### src/rtl/traffic_phase_ctrl_if.sv
// traffic_phase_ctrl_if: timing, request and lamp signals of the phase controller
interface traffic_phase_ctrl_if #(
  parameter int N_PHASES = 4,
  parameter int PW = (N_PHASES > 2) ? $clog2(N_PHASES) : 1
);
  logic [16*N_PHASES-1:0] green_cyc;
  logic [N_PHASES-1:0] demand;
  logic preempt;
  logic [PW-1:0] preempt_phase;
  logic flash;
  logic [N_PHASES-1:0] red;
  logic [N_PHASES-1:0] yellow;
  logic [N_PHASES-1:0] green;
  logic [PW-1:0] active_phase;
  logic phase_start;
  modport master (
    output green_cyc, demand, preempt, preempt_phase, flash,
    input red, yellow, green, active_phase, phase_start
  );
  modport slave (
    input green_cyc, demand, preempt, preempt_phase, flash,
    output red, yellow, green, active_phase, phase_start
  );
endinterface

### src/rtl/traffic_phase_ctrl.sv
// traffic_phase_ctrl: demand-actuated signal phase sequencer with preemption and flash mode
module traffic_phase_ctrl #(
  parameter int N_PHASES = 4,
  parameter int YELLOW_CYC = 2_000_000,
  parameter int ALLRED_CYC = 1_000_000,
  parameter int MIN_GREEN_CYC = 5_000_000,
  parameter int FLASH_CYC = 25_000_000
) (
  input logic clk,
  input logic rst,
  traffic_phase_ctrl_if.slave bus
);
  localparam int PW = (N_PHASES > 2) ? $clog2(N_PHASES) : 1;
  typedef enum logic [1:0] {GREEN, YELLOW, ALLRED, FLASH} state_t;
  state_t state, state_n;
  logic [31:0] cnt, cnt_n, len_m1;
  logic [PW-1:0] active, nxt, nxt_n, rr_sel, idx;
  logic [N_PHASES-1:0] latch, pending, act_oh, red, yellow, green;
  logic [15:0] glen;
  logic rr_hit, go_green, hold, pre_go, norm_go, fwrap, flash_red, ps;

  function automatic logic [PW-1:0] wrap(input logic [PW:0] v);
    return (v >= (PW+1)'(N_PHASES)) ? PW'(v - (PW+1)'(N_PHASES)) : v[PW-1:0];
  endfunction

  assign act_oh = {{(N_PHASES-1){1'b0}}, 1'b1} << active;
  assign pending = latch & ~act_oh;
  assign glen = bus.green_cyc[{nxt_n, 4'd0} +: 16];

  // round-robin search starting just after the active phase; nearest hit wins
  always_comb begin
    rr_hit = 1'b0;
    rr_sel = active;
    idx = active;
    for (int k = N_PHASES - 1; k >= 1; k--) begin
      idx = wrap({1'b0, active} + (PW+1)'(k));
      if (pending[idx]) begin
        rr_hit = 1'b1;
        rr_sel = idx;
      end
    end
  end

  assign hold = bus.preempt && bus.preempt_phase == active;
  assign pre_go = bus.preempt && !hold && cnt >= 32'(MIN_GREEN_CYC - 1);
  assign norm_go = !hold && cnt >= len_m1 && rr_hit;

  always_comb begin
    state_n = state;
    nxt_n = nxt;
    go_green = 1'b0;
    case (state)
      GREEN: if (pre_go || norm_go) begin
        state_n = YELLOW;
        nxt_n = bus.preempt ? bus.preempt_phase : rr_sel;
      end
      YELLOW: begin
        nxt_n = bus.preempt ? bus.preempt_phase : nxt;
        state_n = (cnt == 32'(YELLOW_CYC - 1)) ? ALLRED : YELLOW;
      end
      ALLRED: begin
        nxt_n = bus.preempt ? bus.preempt_phase : nxt;
        go_green = cnt == 32'(ALLRED_CYC - 1);
        state_n = go_green ? GREEN : ALLRED;
      end
      FLASH: if (!bus.flash) begin
        state_n = ALLRED;
        nxt_n = '0;
      end
    endcase
    if (bus.flash) begin
      state_n = FLASH;
      go_green = 1'b0;
    end
  end

  // the counter restarts on every state change and on each flash half-period
  assign fwrap = state == FLASH && state_n == FLASH && cnt == 32'(FLASH_CYC - 1);
  assign cnt_n = (state_n != state || fwrap) ? '0 : (&cnt ? cnt : cnt + 32'd1);

  always_ff @(posedge clk) begin
    if (rst) begin
      state <= ALLRED;
      cnt <= '0;
      active <= '0;
      nxt <= '0;
      latch <= '0;
      len_m1 <= '0;
      flash_red <= 1'b1;
      ps <= 1'b0;
    end else begin
      state <= state_n;
      cnt <= cnt_n;
      nxt <= nxt_n;
      ps <= go_green;
      latch <= (latch | bus.demand) & ~(go_green ? {{(N_PHASES-1){1'b0}}, 1'b1} << nxt_n : '0);
      flash_red <= (state != FLASH) ? 1'b1 : (fwrap ? ~flash_red : flash_red);
      if (go_green) begin
        active <= nxt_n;
        len_m1 <= (glen == 16'd0) ? '0 : 32'(glen - 16'd1);
      end
    end
  end

  always_comb begin
    red = '1;
    yellow = '0;
    green = '0;
    if (state == GREEN) begin
      green = act_oh;
      red = ~act_oh;
    end else if (state == YELLOW) begin
      yellow = act_oh;
      red = ~act_oh;
    end else if (state == FLASH) begin
      red = {N_PHASES{flash_red}};
    end
  end

  assign bus.red = red;
  assign bus.yellow = yellow;
  assign bus.green = green;
  assign bus.active_phase = active;
  assign bus.phase_start = ps;
endmodule

### src/flat_wrapper.sv
// flat-port wrapper written by rule: the top's interface ports become plain ports
module traffic_phase_ctrl_flat 
#(
  parameter int N_PHASES = 4,
  parameter int YELLOW_CYC = 2_000_000,
  parameter int ALLRED_CYC = 1_000_000,
  parameter int MIN_GREEN_CYC = 5_000_000,
  parameter int FLASH_CYC = 25_000_000
)
  (clk, rst, bus_green_cyc, bus_demand, bus_preempt, bus_preempt_phase, bus_flash, bus_red, bus_yellow, bus_green, bus_active_phase, bus_phase_start);
  traffic_phase_ctrl_if #(.N_PHASES(N_PHASES)) bus_i ();
  input logic clk;
  input logic rst;
  input wire logic [$bits(bus_i.green_cyc)-1:0] bus_green_cyc;
  input wire logic [$bits(bus_i.demand)-1:0] bus_demand;
  input wire logic [$bits(bus_i.preempt)-1:0] bus_preempt;
  input wire logic [$bits(bus_i.preempt_phase)-1:0] bus_preempt_phase;
  input wire logic [$bits(bus_i.flash)-1:0] bus_flash;
  output wire logic [$bits(bus_i.red)-1:0] bus_red;
  output wire logic [$bits(bus_i.yellow)-1:0] bus_yellow;
  output wire logic [$bits(bus_i.green)-1:0] bus_green;
  output wire logic [$bits(bus_i.active_phase)-1:0] bus_active_phase;
  output wire logic [$bits(bus_i.phase_start)-1:0] bus_phase_start;
  assign bus_i.green_cyc = bus_green_cyc;
  assign bus_i.demand = bus_demand;
  assign bus_i.preempt = bus_preempt;
  assign bus_i.preempt_phase = bus_preempt_phase;
  assign bus_i.flash = bus_flash;
  assign bus_red = bus_i.red;
  assign bus_yellow = bus_i.yellow;
  assign bus_green = bus_i.green;
  assign bus_active_phase = bus_i.active_phase;
  assign bus_phase_start = bus_i.phase_start;
  traffic_phase_ctrl #(.N_PHASES(N_PHASES), .YELLOW_CYC(YELLOW_CYC), .ALLRED_CYC(ALLRED_CYC), .MIN_GREEN_CYC(MIN_GREEN_CYC), .FLASH_CYC(FLASH_CYC)) u_core (.clk(clk), .rst(rst), .bus(bus_i));
endmodule
### config.mk
export PLATFORM = sky130hd
export DESIGN_NAME = traffic_phase_ctrl_flat
export DESIGN_NICKNAME = d
export VERILOG_FILES = /design/src/rtl/traffic_phase_ctrl_if.sv /design/src/rtl/traffic_phase_ctrl.sv /design/src/flat_wrapper.sv
export SDC_FILE = /design/constraint.sdc
export NUM_CORES = 1
export LEC_CHECK = 0
export BUFFER_PORTS_ARGS = -buffer_cell sky130_fd_sc_hd__buf_4
export CORE_MARGIN = 4
export CORE_UTILIZATION = 40
export CTS_CLUSTER_DIAMETER = 100
export CTS_CLUSTER_SIZE = 28
export DETAILED_ROUTE_END_ITERATION = 7
export GPL_TIMING_DRIVEN = 0
export PLACE_DENSITY_LB_ADDON = 0.25
export SLEW_MARGIN = 30
export SYNTH_ARGS = -nofsm -noshare
export SYNTH_HDL_FRONTEND = slang
export SYNTH_SLANG_ARGS = --single-unit
### constraint.sdc
create_clock -name clk -period 5.19 [get_ports clk]
set_input_delay 0 -clock clk [delete_from_list [all_inputs] [get_ports clk]]
set_output_delay 0 -clock clk [all_outputs]
set_load 0.02 [all_outputs]
Word level (Yosys, flattened, before mapping)
Cells that the tools add are included.
{ "totals": {"word_cells": 94, "input_bits": 74, "reg_bits": 76, "out_inout_bits": 15} }
{ "op_classes": {"bitwise_logic": 6, "n_mux": 35, "shifts": 3, "add_sub_neg": 8, "reduce_logical": 16, "order_cmp": 8, "eq_ne": 10} }
{ "op_table": {"columns": ["cell", "n"], "rows": [
  ["$shiftx A64 B7 Y16", 1],
  ["$add A32 B1 Y32 const B", 1],
  ["$eq A32 B20 Y1 const B", 1],
  ["$eq A32 B21 Y1 const B", 1],
  ["$eq A32 B25 Y1 const B", 1],
  ["$ge A32 B23 Y1 const B", 1],
  ["$ge A32 B32 Y1", 1],
  ["$mux W32", 1],
  ["$reduce_and A32 Y1", 1],
  ["$mux W2", 14],
  ["$mux W4", 7],
  ["$sub A16 B1 Y17 const B", 1],
  ["$logic_not A16 Y1", 1],
  ["$ge A3 B3 Y1 const B", 3],
  ["$lt A2 B3 Y1 const B", 3],
  ["$and A4 B4 Y4", 2],
  ["$mux W1", 8],
  ["$not A4 Y4", 2],
  ["$pmux W2 S4", 1],
  ["$shl A1 B2 Y4 const A", 2],
  ["$logic_and A1 B1 Y1", 7],
  ["$add A2 B2 Y3 const B", 2],
  ["$bmux W1 S2", 3],
  ["$eq A2 B2 Y1 const B", 3],
  ["13 further kinds", 18]
]} }

Longest topological paths before layout
{ "depth": {"depth_word": 18, "depth_mapped": 19, "depth_no_buf": 16} }

Worst setup path before layout
OpenSTA, ideal clock, no wires.
{ "synth_path": {"kind": "register -> register", "startpoint": "register u_core.active[0], in the netlist u_core.bus.active_phase[0]", "endpoint": "register u_core.len_m1[0]", "arrival_ps": 4288, "stages_incl_launch_ff": 19, "n_path_buf": 4, "t_required_ps": 5130, "setup_time_ps": 60, "synth_period_minus_slack_ps": 4348, "path_slack_ps": 842, "cell_sequence": "dfxtp_1 buf_2 clkinv_1 ha_1 nor2b_1 mux4_2 o311ai_2 a31oi_2 or4b_1 buf_2 o21ai_1 clkbuf_1 o21ai_0 ha_1 o221ai_1 nor4_2 nor3_1 buf_6 a22o_1"} }
{ "synth_via": {"elab_chain_cells": 15, "word_cells_on_any_way": 42, "cone_classes": "add/sub (7); order compare (3); eq/ne (1); shift (2); mux (19); bitwise (2); reduce/logical (8)"} }
{ "synth_rtl": {"columns": ["item", "line_no", "text"], "rows": [
  ["start, declared", "traffic_phase_ctrl.sv:17", "logic [PW-1:0] active, nxt, nxt_n, rr_sel, idx;"],
  ["start signal, assigned", "traffic_phase_ctrl.sv:99", "active <= nxt_n;"],
  ["$add A2 B2 Y3 / $shl A1 B2 Y4 (equally long branches)", "traffic_phase_ctrl.sv:36, traffic_phase_ctrl.sv:26", null],
  ["$ge A3 B3 Y1 (tied with other cells)", "traffic_phase_ctrl.sv:23", "return (v >= (PW+1)'(N_PHASES)) ? PW'(v - (PW+1)'(N_PHASES)) : v[PW-1:0];"],
  ["$mux W2 / $and A4 B4 Y4 (equally long branches)", "traffic_phase_ctrl.sv:23, traffic_phase_ctrl.sv:27", null],
  ["$bmux W1 S2", "traffic_phase_ctrl.sv:37", "if (pending[idx]) begin"],
  ["$mux W1 (implied by the code)", "traffic_phase_ctrl.sv:37", null],
  ["$mux W1 (3 in series)", "traffic_phase_ctrl.sv:37", null],
  ["$logic_and A1 B1 Y1", "traffic_phase_ctrl.sv:46", "assign norm_go = !hold && cnt >= len_m1 && rr_hit;"],
  ["$logic_or A1 B1 Y1", "traffic_phase_ctrl.sv:53", "GREEN: if (pre_go || norm_go) begin"],
  ["$mux W2 *", "traffic_phase_ctrl.sv:53", null],
  ["$pmux W2 S3 *", "traffic_phase_ctrl.sv:52", "case (state)"],
  ["$shiftx A64 B7 Y16 *", "traffic_phase_ctrl.sv:28", "assign glen = bus.green_cyc[{nxt_n, 4'd0} +: 16];"],
  ["$sub A16 B1 Y17 / $logic_not A16 Y1 (equally long branches)", "traffic_phase_ctrl.sv:100", "len_m1 <= (glen == 16'd0) ? '0 : 32'(glen - 16'd1);"],
  ["$mux W32 *", "traffic_phase_ctrl.sv:100", null],
  ["end signal, assigned", "traffic_phase_ctrl.sv:100", null],
  ["end, declared", "traffic_phase_ctrl.sv:16", "logic [31:0] cnt, cnt_n, len_m1;"]
]} }
Mark *: on every way between the ends. The rest lies on a longest branch, timed or not. The select of a mux whose other input is x is not followed.
A chain may end at the register's enable or synchronous reset.

Final worst setup path
{ "layout_path": {"startpoint": "register u_core.active[0], in the netlist u_core.bus.active_phase[0]", "endpoint": "register u_core.len_m1[7]"} }
Same word-level chain as after synthesis.

==> metrics.cfg <==
[status]
status=finished clean

[synth]
ys_ff_latch=61
yosysWarnings=0
synthFlopType=dfxtp_1
synth_xor_xnor_area_share_pct=7.39
synth_nets=783
synth.mux.area_fraction_pct=1.59
yosys.area.top_type_share_pct=22.9
synth_commonest_cells=75 x nor2_1, 61 x dfxtp_1, 45 x nand2_1, 44 x ha_1, 34 x clkbuf_1
synth_cell_types=71
synth_top_family_by_area=compound AO/OA/AOI/OAI gates
synth_adder_area_share_pct=10.3
synth.largest_area_cell=dfxtp_1
synth_simple_gate_area_share_pct=26.0
synthesis.area_um2=5340
async_flop_share_pct=0
yosysMostFrequentCell=nor2_1
synth_edf_count=0
ys_seq_area_share_pct=22.9
syn_avg_cell_area_um2=8.02
synthCells=665
synth_area_leaders=dfxtp_1 23%, ha_1 10%, nor2_1 5.3%
synth_compound_area_share_pct=26.5

[sta]
finalCritPeriodShare_pct=96.0
setup_viol=0
period_minus_slack_ns=4.98
setup_ws_ns=0.208
worstMarginPinSlew_ns=0.992
skew_ns=0.00703
maxSlewHeadroom_pct=33.3
fmax_mhz=201
slew_viol_final=0
finalHoldViolations=0

[critical_path]
cp_cell_sequence=buf_2, clkinv_1, ha_1, nor2b_1, mux4_2, o311ai_4, a31oi_4, or4b_1, buf_2, o21a_4, buf_6, o32ai_4, ha_1, o221ai_1, nor4_2, buf_4, nor3_2, buf_6, a22o_1
worstPathArrival_ns=5.20
worstSetupStartpointType=flip-flop
criticalPathCategory=flip-flop to flip-flop
max_stage_delay_ns=0.53
critPathTopFamily=compound AO/OA/AOI/OAI gates
cp_max_fo=10
cpMaxStageDelayCell=mux4_2
reg2reg_from=u_core.bus.active_phase[0]$_SDFFE_PP0P_
critPathRequiredTime_ns=5.41
startpoint=u_core.bus.active_phase[0]$_SDFFE_PP0P_
end_kind=flip-flop
worst-path-buf-inv=6

[global_routing]
overflow=0
grt_pass1_vias=5255
grtUsageTotal_pct=21.0
grt_pass1_wl_um=25300
antenna_found_initial=0
grt_max_degree=17

[pwr]
leakage_nw=2.54
power.density_nw_per_um2=249
ir_drop_uv=158
total_power_mw=1.67

[finish]
area_growth_pct=25.9
drive_gt1_share_pct=20.2
finalNetCount=887
diodes=0

[detailed_routing]
maxUsedRoutingLayer=met4
met2WireLength_um=7430
antenna_left=0
wl_per_cell_um=16.7
drt_iter0_markers=307
route.detailed.drc=0
wl_met1_um=7230
routed_wl_um=15800
vias=5570
wl_met3_um=893
via_per_inst=5.89
drtPass1Iterations=5

[run]
timing.max_cap.violations=0

[cts]
clk_latency_ns=0.34
htree_levels=3
clockRootBuffer=clkbuf_16
cts_tree=built
cts_inserted_buffers=9
clock_tree.buffer_depth=2
clk_pin_slew_worst_paths_ns=0.05
cts_sinks=61

[floorplanning]
num_rows=41
die_w_um=124
core_um2=12800
die_h_um=124
dieArea_um2=15300
ioPinCount=89
start_util_pct=41.6

[placed_design]
place.gp.congestion=0.871
port_buffers=86
dp_hpwl_um=12400
place_ws_ns=-0.204

[min_path]
min-delay-start=bus_flash
hold_class=input pin to flip-flop

[layer usage]
| metal | up-vias | global-route usage [%] |
|---|---|---|
| li1 | 2698 | - |
| met1 | 2670 | 27.4 |
| met2 | 178 | 34.8 |
| met3 | 24 | 4.53 |
| met4 | 0 | 6.44 |
| met5 | - | 0 |
[area by class of cell]
type                       instances  area, µm²
buffer                            39        184
clock buffer                      12        256
clock inverter                     4       70.1
fill                            1250       6110
inverter                          28        105
multi-input combinational        536       3940
sequential                        61       1220
tap                              172        215
timing repair buffer              94        728
[report_power, final]
part	switching (mW)	internal (mW)
Clock	0.211	0.444
Sequential	0.00587	0.476
Combinational	0.316	0.218
[final timing paths]
path | depth (start not counted) | slack, ns | to
hold / removal | 4 | 0.04 | u_core.len_m1[30]$_SDFFE_PP0P_
setup / recovery | 19 | 0.21 | u_core.len_m1[7]$_SDFFE_PP0P_
setup reg to reg | 19 | 0.21 | u_core.len_m1[7]$_SDFFE_PP0P_
hold reg to reg | 2 | 0.46 | u_core.len_m1[30]$_SDFFE_PP0P_
[worst reg2reg max path, cell delays in order (launching register included)]
cell and delay [ns]:
dfxtp_1 0.33, buf_2 0.18, clkinv_1 0.16, ha_1 0.26
nor2b_1 0.11, mux4_2 0.53, o311ai_4 0.37, a31oi_4 0.14
or4b_1 0.53, buf_2 0.19, o21a_4 0.18, buf_6 0.17
o32ai_4 0.41, ha_1 0.25, o221ai_1 0.16, nor4_2 0.29
buf_4 0.16, nor3_2 0.08, buf_6 0.18, a22o_1 0.18
[logic make-up after synthesis]
kind of cell               Yosys count
AOI/OAI and AO/OA                  178
xor gates and xnor gates            45
adders and majority gates           44
buffers and inverters               68
DFF                                 61
muxes                                6
and+or+nand+nor                    263
[stage by stage]
step	std cells	hold slack [ns]	util (%)	TNS, ns	cell area, µm²
after floorplan	665	0.169	-	0	5340
after global placement	923	0.287	48.3	-1.24	6200
after detailed placement	923	0.292	48.3	-2.33	6200
after CTS	943	0.0306	51.2	0	6570
after global routing	946	0.0817	52.4	-0.316	6720
final	946	0.0350	52.4	0	6720
[sequential cells by signal (all words and copies together), names as in the netlist]
signal	count
u_core.nxt	2
u_core.bus.phase_start	1
u_core.latch	4
u_core.bus.active_phase	2
u_core.state	2
u_core.cnt	32
u_core.flash_red	1
u_core.len_m1	17
[placed cells by master, fill, tap and decap left out, drive strengths merged, types with 8 or more instances in the layout]
master,instances
nor3,12
nand3,22
and2,14
buf,96
nor2,75
a21oi,24
a22o,15
inv,27
o32ai,12
nand4,18
a21boi,31
nand2,45
xnor2,20
ha,44
o21ai,22
dfxtp,61
o221ai,15
xor2,25
nor4,10
and3,17
clkbuf,45
o41ai,12
nor2b,10
nor3b,8
[timing repair]
action                     4_1_cts  5_1_grt
hold buffers                     4        0
pin swaps                        0        4
hold endpoints to repair         4        0
buffers inserted                 0        4
cloned                           0        0
resized for setup                2       31
setup endpoints to repair       15       17
Note: power is estimated with default switching activity, not from simulation.
